File: config.mk
export PLATFORM = sky130hd
export DESIGN_NAME = bitwise_and_32
export DESIGN_NICKNAME = d
export VERILOG_FILES = /design/src/rtl/bitwise_and_32_pkg.sv /design/src/rtl/bitwise_and_32_flags.sv /design/src/rtl/bitwise_and_32.sv
export SDC_FILE = /design/constraint.sdc
export NUM_CORES = 1
export LEC_CHECK = 0
export ABC_AREA = 1
export BUFFER_PORTS_ARGS = -buffer_cell sky130_fd_sc_hd__buf_2
export CORE_MARGIN = 4
export CORE_UTILIZATION = 30
export DETAILED_ROUTE_END_ITERATION = 6
export PLACE_DENSITY = 0.63
export SYNTH_ARGS = -nofsm -noshare
export SYNTH_HDL_FRONTEND = slang
export SYNTH_HIERARCHICAL = 1
export SYNTH_SLANG_ARGS = --single-unit
export TNS_END_PERCENT = 30
File: constraint.sdc
create_clock -name clk -period 1.4 [get_ports clk]
set_input_delay 0.21 -clock clk [delete_from_list [all_inputs] [get_ports clk]]
set_output_delay 0.21 -clock clk [all_outputs]
set_load 0.02 [all_outputs]
File: src/rtl/bitwise_and_32_pkg.sv
// Shared constants and helpers for the bitwise AND block.
// The helper sizes the popcount result so it can hold every count from 0 to WIDTH.
package bitwise_and_32_pkg;

  localparam int DEFAULT_WIDTH = 32;

  function automatic int popcnt_width(input int width);
    return $clog2(width + 1);
  endfunction

endpackage

File: src/rtl/bitwise_and_32_flags.sv
// Combinational summary of a vector: all-zero, all-one and count of set bits.
module bitwise_and_32_flags
  import bitwise_and_32_pkg::*;
#(
  parameter int WIDTH = DEFAULT_WIDTH
) (
  input  logic [WIDTH-1:0]                   value,
  output logic                               zero,
  output logic                               ones,
  output logic [popcnt_width(WIDTH)-1:0]     popcnt
);

  localparam int PW = popcnt_width(WIDTH);

  assign zero = ~|value;
  assign ones = &value;

  always_comb begin
    popcnt = '0;
    for (int i = 0; i < WIDTH; i++) begin
      popcnt = popcnt + PW'(value[i]);
    end
  end

endmodule

File: src/rtl/bitwise_and_32.sv
// Bitwise AND with a combinational result and a one-cycle registered copy.
// Define BITWISE_AND_32_FLAGS_EN to add registered zero/all-ones/popcount flags.
module bitwise_and_32
  import bitwise_and_32_pkg::*;
#(
  parameter int WIDTH = DEFAULT_WIDTH
) (
  input  logic                           clk,
  input  logic                           rst,
  input  logic [WIDTH-1:0]               a,
  input  logic [WIDTH-1:0]               b,
  input  logic                           in_valid,
  output logic [WIDTH-1:0]               out,
  output logic [WIDTH-1:0]               out_q,
  output logic                           out_valid
`ifdef BITWISE_AND_32_FLAGS_EN
  ,
  output logic                           zero_q,
  output logic                           ones_q,
  output logic [popcnt_width(WIDTH)-1:0] popcnt_q
`endif
);

  assign out = a & b;

  always_ff @(posedge clk) begin
    if (rst) begin
      out_q     <= '0;
      out_valid <= 1'b0;
    end else begin
      out_valid <= in_valid;
      if (in_valid) begin
        out_q <= out;
      end
    end
  end

`ifdef BITWISE_AND_32_FLAGS_EN
  localparam int PW = popcnt_width(WIDTH);

  logic          zero;
  logic          ones;
  logic [PW-1:0] popcnt;

  // Flags derive from the same AND value that out_q captures on this edge.
  bitwise_and_32_flags #(
    .WIDTH(WIDTH)
  ) u_flags (
    .value (out),
    .zero  (zero),
    .ones  (ones),
    .popcnt(popcnt)
  );

  always_ff @(posedge clk) begin
    if (rst) begin
      zero_q   <= 1'b1;
      ones_q   <= 1'b0;
      popcnt_q <= '0;
    end else if (in_valid) begin
      zero_q   <= zero;
      ones_q   <= ones;
      popcnt_q <= popcnt;
    end
  end
`endif

endmodule

# Word level (Yosys, flattened, before mapping)
# Cells that the tools add are included.
word_totals:
  ff_bits: 33
  input_bits: 67
classes:
  bitwise: 1
op_table:
  columns: ["cell", "count"]
  rows:
  - ["$and A32 B32 Y32", 1]

# Depth between registers and ports, before layout
depth:
  ltp_word: 1
  mapped_depth: 4

# Worst setup path after synthesis
# Ideal clock, no wire load.
synth_path:
  path_kind: "flip-flop to flip-flop"
  startpoint: "register out_q[31] (netlist name)"
  endpoint: "register out_q[31]"
  setup_ns: 0.116
  t_arrival_ns: 0.560
  slack_ns: 0.724
  path_stages_with_launch: 3
  path_buffers: 0
  period_less_slack_ns: 0.676
  path_cell_list: "dfxtp_1 > o21ai_0 > nor2_1"
synth_rtl:
  columns: ["element", "line", "rtl"]
  rows:
  - ["to (signal assigned)", "bitwise_and_32.sv:33", "out_q <= out;"]
  - ["to (decl)", "bitwise_and_32.sv:14", "output logic [WIDTH-1:0] out_q,"]

# Worst setup path after layout
layout_path:
  startpoint: "register out_q[3]"
  endpoint: "output port out_q[3]"
# No word-level cell between the ends.

==> flow_summary.ini <==
[status]
run_status = finished, final reports clean

[synth]
synth_area_um2 = 1490
yosysTopAreaCell = dfxtp_1
ys_types = 11
synthArstFlopShare = 0
synth_edf_count = 0
synth_fa_ha_area_frac = 0
synth_compound_area_frac = 0.265
netlist_instances = 205
ys_top_cells_by_count = dfxtp_1, inv_1, nor2_1, nand2_1, o21ai_0
synth_top_family_by_area = compound AO/OA/AOI/OAI gates
ys_seq_area_frac = 0.443
yosys_warnings = 6
synth-seq-cells = 33
ys.flop_type = dfxtp_1
syn_avg_cell_area_um2 = 7.28
synth_top_area_frac = 0.443
synth_xor_area_frac = 0
ys_top_cells_by_area = dfxtp_1, a21oi_2, o21ai_0
synth_nets = 272
synthSimpleGateAreaFrac = 0.164
muxShareOfSynthArea = 0

[sta]
clock.fmax_mhz = 1010
setup_viol = 0
clock_skew_ps = 0
period_minus_slack_ps = 987
holdWs_ps = 115
worst_slack_ps = 413
finalSetupTns_ps = 0
hold_violations = 0
slew-limit-headroom = 0.812
period_share = 0.705
maxSlewViolCount = 0
worst_pin_slew_ps = 282
rsz0062_at_grt = false

[cells_and_area]
area_growth_pct = 53.2
antenna_cells = 0
multi_input_area_um2 = 639
nFillCells = 500
seq_area_um2 = 661
nets = 406
final_layout_size_suffix_gt1_frac = 0.476
final_cell_count_no_fill = 407
utilization = 0.481

[clocking]
post_cts_resize_count = 0
cts-buffers-inserted = 5
clk_path_buf_depth = 2
clock_latency_ps = 270
clockRootBuffer = clkbuf_8
post-cts-setup-buffers = 0
htree_num_levels = 2
hold_buffers = 0
cts_tree = done
cts.sinks = 33
cts.clk_slew.worst_paths_ps = 60

[worst_setup_path]
critPathMaxFanout = 2
cp_slowest_stage_delay_ps = 330
path_delay_family = flip-flops
critical_path_class = register to output pin
critPathBufInv = 1
crit_chain = buf_2
cp.required_ps = 1190
arrival_ps = 780
crit_path_end_kind = output pin
cp_slowest_cell = dfxtp_1
critPathLaunchType = register

[pwr]
p_per_area_nw_per_um2 = 976
ir_drop_mv = 0.622
leakage_uw = 0.00141

[placed_design]
portBuffers = 131
hpwl_um = 3410
place_inst = 399
place_ws_ps = 473
place_congestion = 0.651

[die]
die_area_um2 = 6160
num_rows = 25
core_um2 = 4750
die_y_um = 78.5
chipWidth_um = 78.5
start_util = 0.314
io_pins = 132

[global_route]
antenna_found_initial = 0
grtUsageTotal = 0.131
grt_pass1_vias = 1501
overflow = 0
grt_max_degree = 33
grt_pass1_wl_um = 6530

[detailed_routing]
vias = 1674
drc = 0
firstDrtPassIters = 4
antenna_left = 0
viasPerCell = 4.11
wire_per_inst_um = 10.3
drt_iter0_markers = 41
wl_um = 4210

[hold_path]
min_path_type = primary input to register

[flow_run]
maxCapViolCount = 0
layer usage:
| layer | vias to the layer above | wire length, um | global-route usage |
|---|---|---|---|
| met5 | - | 0 | 0 |
| met2 | 60 | 2160 | 0.233 |
| met1 | 700 | 1660 | 0.145 |
| met3 | 5 | 337 | 0.0390 |
| met4 | 0 | 45 | 0.0524 |
| li1 | 909 | - | - |
where the power goes:
part | leakage, uW | switching (uW) | internal (uW)
clock network | 0.0000395 | 305 | 353
registers | 0.000273 | 23.1 | 999
logic | 0.00109 | 339 | 211
cell usage in the layout, fill, tap and decap left out, drive strengths merged:
cell type  instances
a21oi             32
o21ai             32
dfxtp             33
inv               34
nor2              33
clkbuf             8
buf              136
nand2             32
per-stage QoR:
stage / cell area, um2 / power, uW
2_1_floorplan: 1490 / 1340
3_3_place_gp: 2200 / 1590
3_5_place_dp: 2200 / 1600
4_1_cts: 2280 / 2270
5_1_grt: 2280 / 2360
6_report: 2280 / 2230
state kept, by name, summed over array words and instances (netlist names):
register,cells
out_q,32
out_valid,1
area by class of cell:
cell class                 count  share of cell area
clock buffer                   8              0.0350
inverter                      34              0.0559
multi-input combinational    129               0.280
sequential                    33               0.289
tap                           67              0.0367
timing repair buffer         136               0.303
cell families (layout without fill, tap and decap cells):
group / count (synthesis) / count (layout)
compound gates: 64 / 64
flops: 33 / 33
simple gates: 65 / 65
buf+inv: 43 / 178
path summary, 6_finish.rpt:
path	to	start	cells past startpoint	slack (ps)
worst max register to register	out_q[28]$_SDFFE_PP0P_	out_q[28]$_SDFFE_PP0P_	2	780
worst min-delay path	out_valid$_SDFF_PP0_	rst	2	110
worst min register to register	out_q[21]$_SDFFE_PP0P_	out_q[21]$_SDFFE_PP0P_	2	490
worst max-delay path	out_q[3]	out_q[3]$_SDFFE_PP0P_	1	410
(Power assumes the default switching activity.)
